**config.mk**
```make
export PLATFORM = sky130hd
export DESIGN_NAME = cu_sequencer_flat
export DESIGN_NICKNAME = d
export VERILOG_FILES = /design/src/rtl/cu_sequencer_if.sv /design/src/rtl/cu_sequencer.sv /design/src/flat_wrapper.sv
export SDC_FILE = /design/constraint.sdc
export NUM_CORES = 1
export LEC_CHECK = 0
export CELL_PAD_IN_SITES_DETAIL_PLACEMENT = 1
export CELL_PAD_IN_SITES_GLOBAL_PLACEMENT = 2
export CORE_MARGIN = 3
export CORE_UTILIZATION = 24
export CTS_CLUSTER_DIAMETER = 60
export DETAILED_ROUTE_END_ITERATION = 7
export PLACE_DENSITY_LB_ADDON = 0.1
export RECOVER_POWER = 100
export SYNTH_ARGS = -nofsm -noshare
export SYNTH_HDL_FRONTEND = slang
export SYNTH_SLANG_ARGS = --single-unit
```
**constraint.sdc**
```tcl
create_clock -name clk -period 3.6 [get_ports clk]
set_input_delay 1.08 -clock clk [delete_from_list [all_inputs] [get_ports clk]]
set_output_delay 1.08 -clock clk [all_outputs]
set_load 0.005 [all_outputs]
```
**src/rtl/cu_sequencer_if.sv**
```systemverilog
// cu_sequencer_if: bundles the sequencer's control and status signals.
//   hold      : stall request; freezes the sequencer
//   OPCode    : opcode from the instruction register, valid in state 2
//   subiu     : per-channel "rose" handshake flags
//   desceu    : per-channel "fell" handshake flags
//   State     : registered current state
//   NextState : combinational state loaded at the next unheld edge
//   done      : one-cycle pulse, instruction completed normally
//   timeout   : one-cycle pulse, wait aborted by timeout
//   illegal   : one-cycle pulse, wait opcode on a nonexistent channel
// The master modport drives the request side; the slave modport is the
// sequencer itself.
interface cu_sequencer_if #(
  parameter int OPCODE_W = 6,
  parameter int STATE_W  = 3,
  parameter int NUM_CH   = 4
);
  logic                hold;
  logic [OPCODE_W-1:0] OPCode;
  logic [NUM_CH-1:0]   subiu;
  logic [NUM_CH-1:0]   desceu;
  logic [STATE_W-1:0]  State;
  logic [STATE_W-1:0]  NextState;
  logic                done;
  logic                timeout;
  logic                illegal;

  modport master (
    output hold, OPCode, subiu, desceu,
    input  State, NextState, done, timeout, illegal
  );

  modport slave (
    input  hold, OPCode, subiu, desceu,
    output State, NextState, done, timeout, illegal
  );
endinterface

```
**src/rtl/cu_sequencer.sv**
```systemverilog
// cu_sequencer: multi-cycle sequencer for the accumulator processor control
// unit. Owns the state register and next-state decode. The opcode is latched
// at the 2->3 edge and classified as SHORT (3->0), LONG (3->4->0), EXTENDED
// (3->4->5->0) or WAIT (handshake on channel op[1:0], held in 3 until the
// channel's rose/fell flags differ, then in 4 until they match again).
// Ports:
//   clk   : clock, rising edge
//   reset : asynchronous, active-high reset
//   bus   : cu_sequencer_if.slave (hold, OPCode, subiu, desceu in;
//           State, NextState, done, timeout, illegal out)
// Optional feature: define CU_TIMEOUT_EN to add a TIMEOUT_W-bit wait
// counter that aborts a stalled WAIT after 2^TIMEOUT_W cycles. Without it
// waits last indefinitely and timeout is tied low.
module cu_sequencer #(
  parameter int OPCODE_W  = 6,
  parameter int STATE_W   = 3,
  parameter int NUM_CH    = 4,
  parameter int TIMEOUT_W = 8
) (
  input logic          clk,
  input logic          reset,
  cu_sequencer_if.slave bus
);

  typedef enum logic [STATE_W-1:0] {
    ST_FETCH0 = STATE_W'(0),
    ST_FETCH1 = STATE_W'(1),
    ST_DECODE = STATE_W'(2),
    ST_EXEC3  = STATE_W'(3),
    ST_EXEC4  = STATE_W'(4),
    ST_EXEC5  = STATE_W'(5)
  } state_t;

  state_t              state_reg;
  state_t              state_next;
  logic [OPCODE_W-1:0] op_q;
  logic [5:0]          op6;
  logic [1:0]          ch;
  logic                is_long;
  logic                is_ext;
  logic                is_wait;
  logic                ch_valid;
  logic [3:0]          ch_diff;
  logic                sel_diff;
  logic                wait_stall;   // wait condition would keep the state
  logic                wait_active;  // in state 3/4 of a valid-channel WAIT
  logic                to_hit;
  logic                ill_hit;
  logic                leaving;
  logic                done_reg, timeout_reg, illegal_reg;
  logic                done_next, timeout_next, illegal_next;

  // Parameter sanity blocks; empty bodies, they only flag bad configurations
  // in elaboration reports by name.
  if (STATE_W < 3 || OPCODE_W < 6 || NUM_CH < 1 || NUM_CH > 4) begin : g_bad_params
  end
  if (TIMEOUT_W < 1) begin : g_bad_timeout_w
  end

  // Classification on the top 6 bits of the latched opcode.
  assign op6 = op_q[OPCODE_W-1 -: 6];
  assign ch  = op6[1:0];
  assign ch_valid = (32'(ch) < 32'(NUM_CH));

  always_comb begin
    is_long = 1'b0;
    is_ext  = 1'b0;
    is_wait = 1'b0;
    case (op6)
      6'b011011, 6'b011100, 6'b011101, 6'b011110,
      6'b011111, 6'b100000, 6'b100001, 6'b101000: is_long = 1'b1;
      6'b100010:                                  is_ext  = 1'b1;
      default:                                    is_wait = (op6[5:2] == 4'b1111);
    endcase
  end

  // Per-channel "flags differ" vector, padded to 4 so any ch index is safe.
  for (genvar gi = 0; gi < 4; gi++) begin : g_ch
    if (gi < NUM_CH) begin : g_real
      assign ch_diff[gi] = bus.subiu[gi] ^ bus.desceu[gi];
    end else begin : g_pad
      assign ch_diff[gi] = 1'b0;
    end
  end
  assign sel_diff = ch_diff[ch];

  assign wait_active = is_wait && ch_valid &&
                       (state_reg == ST_EXEC3 || state_reg == ST_EXEC4);

`ifdef CU_TIMEOUT_EN
  logic [TIMEOUT_W-1:0] cnt_reg;
  logic [TIMEOUT_W-1:0] cnt_next;

  assign cnt_next = wait_active ? cnt_reg + TIMEOUT_W'(1) : '0;
  // Counter at all-ones means this is the 2^TIMEOUT_W-th wait cycle.
  assign to_hit   = wait_stall && (cnt_reg == '1);

  always_ff @(posedge clk or posedge reset) begin
    if (reset) begin
      cnt_reg <= '0;
    end else if (!bus.hold) begin
      cnt_reg <= cnt_next;
    end
  end
`else
  assign to_hit = 1'b0;
`endif

  // Next-state decode.
  always_comb begin
    state_next = ST_FETCH0;
    wait_stall = 1'b0;
    case (state_reg)
      ST_FETCH0: state_next = ST_FETCH1;
      ST_FETCH1: state_next = ST_DECODE;
      ST_DECODE: state_next = ST_EXEC3;
      ST_EXEC3: begin
        if (is_wait) begin
          if (!ch_valid) begin
            state_next = ST_FETCH0;
          end else if (sel_diff) begin
            state_next = ST_EXEC4;
          end else begin
            state_next = ST_EXEC3;
            wait_stall = 1'b1;
          end
        end else if (is_long || is_ext) begin
          state_next = ST_EXEC4;
        end
      end
      ST_EXEC4: begin
        if (is_wait && ch_valid) begin
          if (sel_diff) begin
            state_next = ST_EXEC4;
            wait_stall = 1'b1;
          end
        end else if (is_ext) begin
          state_next = ST_EXEC5;
        end
      end
      default: state_next = ST_FETCH0;
    endcase
    // Timeout overrides a stalled wait.
    if (to_hit) begin
      state_next = ST_FETCH0;
    end
  end

  assign ill_hit = (state_reg == ST_EXEC3) && is_wait && !ch_valid;
  assign leaving = (state_reg >= ST_EXEC3) && (state_next == ST_FETCH0);

  // Pulses are only generated on edges that actually move the state.
  assign done_next    = !bus.hold && leaving && !to_hit && !ill_hit;
  assign timeout_next = !bus.hold && to_hit;
  assign illegal_next = !bus.hold && ill_hit;

  always_ff @(posedge clk or posedge reset) begin
    if (reset) begin
      state_reg   <= ST_FETCH0;
      op_q        <= '0;
      done_reg    <= 1'b0;
      timeout_reg <= 1'b0;
      illegal_reg <= 1'b0;
    end else begin
      done_reg    <= done_next;
      timeout_reg <= timeout_next;
      illegal_reg <= illegal_next;
      if (!bus.hold) begin
        state_reg <= state_next;
        if (state_reg == ST_DECODE) begin
          op_q <= bus.OPCode;
        end
      end
    end
  end

  assign bus.State     = state_reg;
  assign bus.NextState = state_next;
  assign bus.done      = done_reg;
  assign bus.timeout   = timeout_reg;
  assign bus.illegal   = illegal_reg;

endmodule

```
**src/flat_wrapper.sv**
```systemverilog
// flat-port wrapper written by rule: the top's interface ports become plain ports
module cu_sequencer_flat 
#(
  parameter int OPCODE_W  = 6,
  parameter int STATE_W   = 3,
  parameter int NUM_CH    = 4,
  parameter int TIMEOUT_W = 8
)
  (clk, reset, bus_hold, bus_OPCode, bus_subiu, bus_desceu, bus_State, bus_NextState, bus_done, bus_timeout, bus_illegal);
  cu_sequencer_if #(.OPCODE_W(OPCODE_W), .STATE_W(STATE_W), .NUM_CH(NUM_CH)) bus_i ();
  input logic clk;
  input logic reset;
  input wire logic [$bits(bus_i.hold)-1:0] bus_hold;
  input wire logic [$bits(bus_i.OPCode)-1:0] bus_OPCode;
  input wire logic [$bits(bus_i.subiu)-1:0] bus_subiu;
  input wire logic [$bits(bus_i.desceu)-1:0] bus_desceu;
  output wire logic [$bits(bus_i.State)-1:0] bus_State;
  output wire logic [$bits(bus_i.NextState)-1:0] bus_NextState;
  output wire logic [$bits(bus_i.done)-1:0] bus_done;
  output wire logic [$bits(bus_i.timeout)-1:0] bus_timeout;
  output wire logic [$bits(bus_i.illegal)-1:0] bus_illegal;
  assign bus_i.hold = bus_hold;
  assign bus_i.OPCode = bus_OPCode;
  assign bus_i.subiu = bus_subiu;
  assign bus_i.desceu = bus_desceu;
  assign bus_State = bus_i.State;
  assign bus_NextState = bus_i.NextState;
  assign bus_done = bus_i.done;
  assign bus_timeout = bus_i.timeout;
  assign bus_illegal = bus_i.illegal;
  cu_sequencer #(.OPCODE_W(OPCODE_W), .STATE_W(STATE_W), .NUM_CH(NUM_CH), .TIMEOUT_W(TIMEOUT_W)) u_core (.clk(clk), .reset(reset), .bus(bus_i));
endmodule
```
==> results of run 1 <==
==> cells in the mapped netlist, types with 2 or more instances <==
library cell / count
buf_4: 2
o21ai_0: 2
nand2b_1: 2
nor3b_1: 2
o2111a_1: 2
buf_2: 2
nand2_1: 2
o211ai_1: 3
o21a_1: 2
dfrtp_1: 10
nor3_1: 2
a21oi_1: 3
inv_1: 4
mux2_2: 6
xor2_1: 4
nor2_1: 3
==> final cells by class <==
cell class              instances  area share
flip-flops and latches         10      0.2628
multi-input cells              47      0.3955
inverters                       4     0.01577
well taps                      30     0.03942
repair buffers                 32      0.2628
clock buffers                   3     0.02365
==> critical path, stage by stage <==
cell	delay [ns]
clkdlybuf4s15_1	0.17
xor2_1	0.14
mux4_2	0.50
buf_6	0.15
nor3_4	0.16
o21bai_1	0.13
buf_2	0.13
==> stage by stage <==
stage          setup TNS (ns)  power [mW]
3_5_place_dp           -1.495      0.5286
2_1_floorplan               0      0.3917
4_1_cts                     0      0.6157
5_1_grt                     0      0.6661
3_3_place_gp           -1.459      0.5244
6_report                    0      0.6085
==> power breakdown <==
part | switching (mW) | internal (mW) | total, mW
combinational | 0.122 | 0.173 | 0.295
sequential | 0.0789 | 0.162 | 0.241
clock | 0.0339 | 0.0384 | 0.0723
total | 0.235 | 0.373 | 0.609
==> layout by cell type, fill, tap and decap left out, types with 2 or more instances in the layout <==
| cell type | count |
|---|---|
| o211ai_1 | 3 |
| clkdlybuf4s50_1 | 6 |
| clkbuf_4 | 7 |
| o21ai_0 | 2 |
| mux2_2 | 6 |
| nand2_1 | 2 |
| inv_1 | 4 |
| nor2_1 | 3 |
| buf_4 | 4 |
| o2111a_1 | 2 |
| o21a_1 | 2 |
| nor3b_1 | 2 |
| dlygate4sd3_1 | 6 |
| clkbuf_2 | 7 |
| nor3_1 | 2 |
| xor2_1 | 4 |
| nand2b_1 | 2 |
| conb_1 | 2 |
| dfrtp_1 | 10 |
| a21oi_1 | 3 |
| buf_2 | 2 |
==> metal layers <==
metal,GRT usage,wire length [um],vias up
met5,0,0,-
met4,0.04967,16,0
met3,0.01535,54,2
met2,0.1691,866,10
met1,0.1409,783,290
li1,-,-,298
==> worst paths after layout <==
check                                                  end  depth (start not counted)
max                                       bus_NextState[0]                          7
min in group asynchronous  u_core.bus.State[0]$_DFFE_PP0N_                          2
max reg2reg                      u_core.op6[0]$_DFFE_PP0P_                          3
min                              u_core.op6[5]$_DFFE_PP0P_                          1
min reg2reg                      u_core.op6[5]$_DFFE_PP0P_                          1
max in group asynchronous  u_core.bus.State[1]$_DFFE_PP0N_                          2
==> cells by family (layout without fill, tap and decap cells) <==
kind of cell,after synthesis,in the layout,synth area share
DFF,10,10,0.3810
muxes,7,7,0.1371
and+or+nand+nor,16,16,0.1486
other,1,2,0.005709
buffers and inverters,8,39,0.06094
AOI/OAI and AO/OA,18,18,0.2133
xor gates and xnor gates,4,4,0.05333
==> timing repair <==
action | 4_1_cts | 5_1_grt
setup buffers | 4 | 2
cloned | 0 | 0
setup endpoints to repair | 3 | 3
gates resized for setup | 24 | 14
pin swaps | 5 | 5
==> results.md, run 1 <==
- Synth Warn #: 0
- Global-route congestion overflow total: 0
- Pwr Density: 639.1 nW/um^2
- HPWL after detailed placement: 1304 um
- WP data required: 2.52 ns
- Clock Tree Buf Depth: 2
- Fin. max-slew vios: 0
- Vias post-DR: 600
- Post-route insts no fill: 126
- FF+latch area: 250.2 sq um
- Synth unique cells: 29
- Number of CTS-inserted buffers: 3
- H-tree depth: 1
- RSZ-0062 raised after global routing: false
- Ant diodes: 0
- Sequential-to-total area share from yosys stat: 0.3810
- Synth area leader: dfrtp_1
- Hold Startpoint: u_core.op6[5]$_DFFE_PP0P_
- CTS clk-pin slew, worst paths: 0.06 ns
- Cell row count: 18
- Tmin final: 3.544 ns
- Fillers: 310
- Critical path class: input port to primary output
- Placed Instance Area: 925.9 sq um
- Maximum fanout along the worst path: 3
- First-pass GRT wire length: 2732 um
- Post-synth EDFFs: 0
- # setup viols final: 0
- Placed Cells: 117
- Area added between synthesis and finish: 44.95%
- DRC violation total after the first TritonRoute iteration: 1
- Synth top area cells: dfrtp_1 38%, mux2_2 10%, xor2_1 5.3%
- IO Count: 26
- Share of post-route cells with drive strength above 1: 0.3229
- CP arrival: 2.46 ns
- DRC: 0
- Max VDD drop: 0.2841 mV
- Multi-input logic area: 376.6 sq um
- Die Y: 58.32 um
- Synth Register Bits: 10
- Pre-CTS WS: -0.6268 ns
- Cts hold-fix bufs: 0
- Core area: 2545 sq um
- Via-to-Cell Ratio: 4.762
- Number of global-route vias before repair: 571
- Design area: 952.2 sq um
- Fin nets: 115
- Syn_area_per_cell: 10.26 sq um
- Relative slew slack: 0.4481
- Worst-skew pair later-pin latency: 0.26 ns
- Worst Max-Slew Pin Slew: 0.8215 ns
- Setup slack, reg-to-reg: 1.65 ns
- Die X-Extent: 58.32 um
- Final GP Congestion: 0.6825
- Yosys top cell area share: 0.3810
- Fin util: 0.3741
- Max-Cap Viols: 0
- Initial antenna violation count: 0
- Startpoint types: input port
- Mapped Area: 656.9 sq um
- Initial DRT Pass Iterations: 4
- Static Leak: 0.4206 nW
- Status: complete, no violations
- Full die area: 3401 sq um
- Root Buffer: clkbuf_4
- Maximum clock rate: 0.2822 GHz
- Asr flop ratio synth: 1.000
- Hold Vio Cnt, Final: 0
- Crit path capture type: primary output
- Pin count of the biggest net entering global routing: 12
- Post-route ant nets: 0
- Worst min path class: register to register
- Hold_ws: 0.5844 ns
- Ys flop type: dfrtp_1
- PortBufs: 23
- Final WL: 1720 um
- Synth Instances: 64
- Tcrit/Tclk final: 0.9844
- Crit Reg-Reg Startpoint: u_core.bus.State[2]$_DFFE_PP0N_
- GRT Util Overall: 0.1060
- Setup ws final: 0.05627 ns
- Beginning of the critical path: bus_subiu[0]
- CTS tree: done
- WL per Instance: 13.65 um
- Max reg flops: 6
- Fin Clk Skew: 0.002279 ns
- Starting Density: 0.2581
- Clock sink count: 10
Power figures use the tool's default switching activity.
==> run 2, diff against run 1 <==
--- a/config.mk
+++ b/config.mk
@@ -8,11 +8,13 @@
 export CELL_PAD_IN_SITES_DETAIL_PLACEMENT = 1
 export CELL_PAD_IN_SITES_GLOBAL_PLACEMENT = 2
 export CORE_MARGIN = 3
-export CORE_UTILIZATION = 24
+export CORE_UTILIZATION = 34
 export CTS_CLUSTER_DIAMETER = 60
 export DETAILED_ROUTE_END_ITERATION = 7
+export DONT_BUFFER_PORTS = 1
 export PLACE_DENSITY_LB_ADDON = 0.1
 export RECOVER_POWER = 100
+export SLEW_MARGIN = 20
 export SYNTH_ARGS = -nofsm -noshare
 export SYNTH_HDL_FRONTEND = slang
 export SYNTH_SLANG_ARGS = --single-unit
==> run 2 against run 1 <==
- setup slack better by 0.21 ns
- sequential share of layout area rose by 9.8 points
- non-clock buffer count fell by 32
- final area down 27%
- clock power rose by 36%
- die area down 27%
- global-route usage rose by 1.7 points
- maximum frequency rose by 6.3%
- first-iteration DRC count grew to 7.0 times the previous value
- via count decreased by 18%
- total power down 14%
==> results.md, run 2 (synthesis results as in run 1) <==
- Status: complete, no violations
- Worst min path class: register to register
- Startpoint types: input port
- Commonest non-fill, non-tap cells in the layout: 10 x dfrtp_1, 6 x mux2_2, 4 x inv_1, 4 x xor2_1
- Met3 wire len: 63 um (+17%)
- Post-route insts no fill: 90 (-29%)
- Root Buffer: clkbuf_4
- Clock Power Share: 0.188 (+0.069)
- Maximum fanout along the worst path: 4 (+1)
- NetSw: 0.2031 mW (-14%)
- Reg2Reg Depth: 3 (unchanged)
- Worst-skew pair later-pin latency: 0.26 ns (about the same)
- Reg-to-reg endpoint: u_core.op6[1]$_DFFE_PP0P_
- Full die area: 2496 sq um (-27%)
- Hold Path Stages: 1 (unchanged)
- Via-to-Cell Ratio: 5.478 (+15%)
- Hold Startpoint: u_core.op6[5]$_DFFE_PP0P_
- Design area: 693.2 sq um (-27%)
- CTS clk-pin slew, worst paths: 0.07 ns (about the same)
- Commonest non-fill, non-tap cell in the layout: dfrtp_1
- Clock sink count: 10 (unchanged)
- Fin. max-slew vios: 0 (unchanged)
- Die Y: 49.96 um (-14%)
- Share of post-route cells with drive strength above 1: 0.1846 (-0.1383)
- Number of global-route vias before repair: 519 (-9.1%)
- CTS resizes: 0 (-100%)
- CTS tree: done
- Tcrit/Tclk final: 0.9257 (-0.05866)
- Critical path's largest stage delay: 0.52 ns (+0.02 ns)
- Logic pwr share: 0.349 (-0.136)
- Ant diodes: 0 (unchanged)
- Static Leak: 0.2819 nW (-33%)
- Max VDD drop: 0.3158 mV (+11%)
- Initial DRT Pass Iterations: 3 (-1)
- Vias post-DR: 493 (-18%)
- Max reg flops: 6 (unchanged)
- RSZ-0062 raised after global routing: false
- Slowest library cell on the worst path: mux4_2
- Cts hold-fix bufs: 0 (unchanged)
- Final GP Congestion: 0.7840 (+15%)
- FF+latch area: 250.2 sq um (unchanged)
- Multi-input logic area: 360.3 sq um (-4.3%)
- First-pass GRT wire length: 2380 um (-13%)
- DRC violation total after the first TritonRoute iteration: 7 (+6)
- H-tree depth: 1 (unchanged)
- Maximum clock rate: 0.3001 GHz (+6.3%)
- IO Count: 26 (unchanged)
- Number of CTS-inserted buffers: 3 (unchanged)
- Pin count of the biggest net entering global routing: 12 (unchanged)
- Endpoint, Worst Hold: u_core.op6[5]$_DFFE_PP0P_
- Initial antenna violation count: 0 (unchanged)
- Max-Cap Viols: 0 (unchanged)
- GRT Util Overall: 0.1233 (+0.01733)
- Hold Vio Cnt, Final: 0 (unchanged)
- Register share of total power: 0.463 (+0.067)
- Global-route congestion overflow total: 0 (unchanged)
- WL per Instance: 15.43 um (+13%)
- Cell row count: 15 (-3)
- Wl on met1: 659 um (-16%)
- Crit path cell chain: xor2_1, mux4_2, o21a_1, a211oi_1
- Max layer used: met4
- Hold_ws: 0.5813 ns (-0.003076 ns)
- # setup viols final: 0 (unchanged)
- HPWL after detailed placement: 1118 um (-14%)
- Clock Tree Buf Depth: 2 (unchanged)
- Critical path class: input port to primary output
- Setup bufs post-CTS: 0 (-4)
- Pwr Density: 754.5 nW/um^2 (+18%)
- Starting Density: 0.3684 (+0.1103)
- CP arrival: 2.25 ns (-0.21 ns)
- Crit Reg-Reg Startpoint: u_core.bus.State[2]$_DFFE_PP0N_
- Fin nets: 83 (-28%)
- Crit path capture type: primary output
- Die X-Extent: 49.96 um (-14%)
- Setup TNS: 0 ns (unchanged)
- Area added between synthesis and finish: 5.524%
- Placed Instance Area: 666.9 sq um (-28%)
- WP data required: 2.52 ns (about the same)
- Core area: 1783 sq um (-30%)
- Tmin final: 3.333 ns (-0.2112 ns)
- Fillers: 207 (-33%)
- Pint: 0.3199 mW (-14%)
- Post-route ant nets: 0 (unchanged)
- Placed Cells: 86 (-26%)
- Met2 routed WL: 658 um (-24%)
- Setup slack, reg-to-reg: 1.70 ns (+0.05 ns)
- DRC: 0 (unchanged)
- Worst Max-Slew Pin Slew: 0.7918 ns (-0.02975 ns)
- Sw frac: 0.3883 (+0.001864)
- Fin Clk Skew: 0.002452 ns (+0.0001727 ns)
- Final WL: 1389 um (-19%)
- Relative slew slack: 0.4681 (+0.01998)
- PortBufs: 0 (-100%)
[run 2: cell types whose count changed in the layout (fill, tap and decap cells not counted), sizes merged]
cell	previous run	this run
clkdlybuf4s15	1	0
clkbuf	15	4
clkdlybuf4s50	6	0
dlygate4sd3	6	0
buf	7	0
[run 2: worst max path at each step]
stage                                  end  cells after the start     startpoint
after detailed placement  bus_NextState[1]                      4  bus_desceu[3]
final                     bus_NextState[1]                      4  bus_desceu[3]
after global placement    bus_NextState[1]                      4  bus_desceu[3]
after CTS                 bus_NextState[1]                      4  bus_desceu[3]
after global routing      bus_NextState[1]                      4  bus_desceu[3]
after floorplan           bus_NextState[1]                      4  bus_desceu[3]
[run 2: per-stage QoR]
step	util	power, mW	setup slack [ns]
after detailed placement	0.3740	0.4388	0.2926
after global placement	0.3740	0.4345	0.3111
final	0.3888	0.5230	0.2675
after CTS	0.3944	0.5392	0.2926
after floorplan	-	0.3917	0.3699
after global routing	0.3888	0.5767	0.2169
[run 2: routing by layer]
metal  up-vias  global-route usage
li1        236                   -
met1       244              0.1639
met2        11              0.1916
met3         2             0.02417
met4         0             0.05530
met5         -                   0
[run 2: power groups by stage]
| stage | Sequential (mW) | Clock (mW) | Combinational (mW) |
|---|---|---|---|
| after global routing | 0.260 | 0.109 | 0.208 |
| after CTS | 0.245 | 0.102 | 0.192 |
| after floorplan | 0.211 | 0 | 0.180 |
| after detailed placement | 0.248 | 0 | 0.191 |
| final | 0.242 | 0.0981 | 0.183 |
| after global placement | 0.247 | 0 | 0.188 |
[run 2: cell type report]
class / instances / area share
Tap cell: 25 / 0.04513
Clock buffer: 4 / 0.05235
Inverter: 4 / 0.02166
Sequential cell: 10 / 0.3610
Multi-Input combinational cell: 47 / 0.5199
[run 2: worst max-delay path: cells and delay by family]
kind	cells	cell delay (ns)
AO/OA/AOI/OAI	2	0.52
multiplexers	1	0.52
XOR/XNOR	1	0.13
==> run 3, diff against run 2 <==
--- a/config.mk
+++ b/config.mk
@@ -12,6 +12,7 @@
 export CTS_CLUSTER_DIAMETER = 60
 export DETAILED_ROUTE_END_ITERATION = 7
 export DONT_BUFFER_PORTS = 1
+export HOLD_SLACK_MARGIN = 0.06
 export PLACE_DENSITY_LB_ADDON = 0.1
 export RECOVER_POWER = 100
 export SLEW_MARGIN = 20
==> results of run 3 <==
The final DEF is identical to that of run 2; final timing and power are the same.
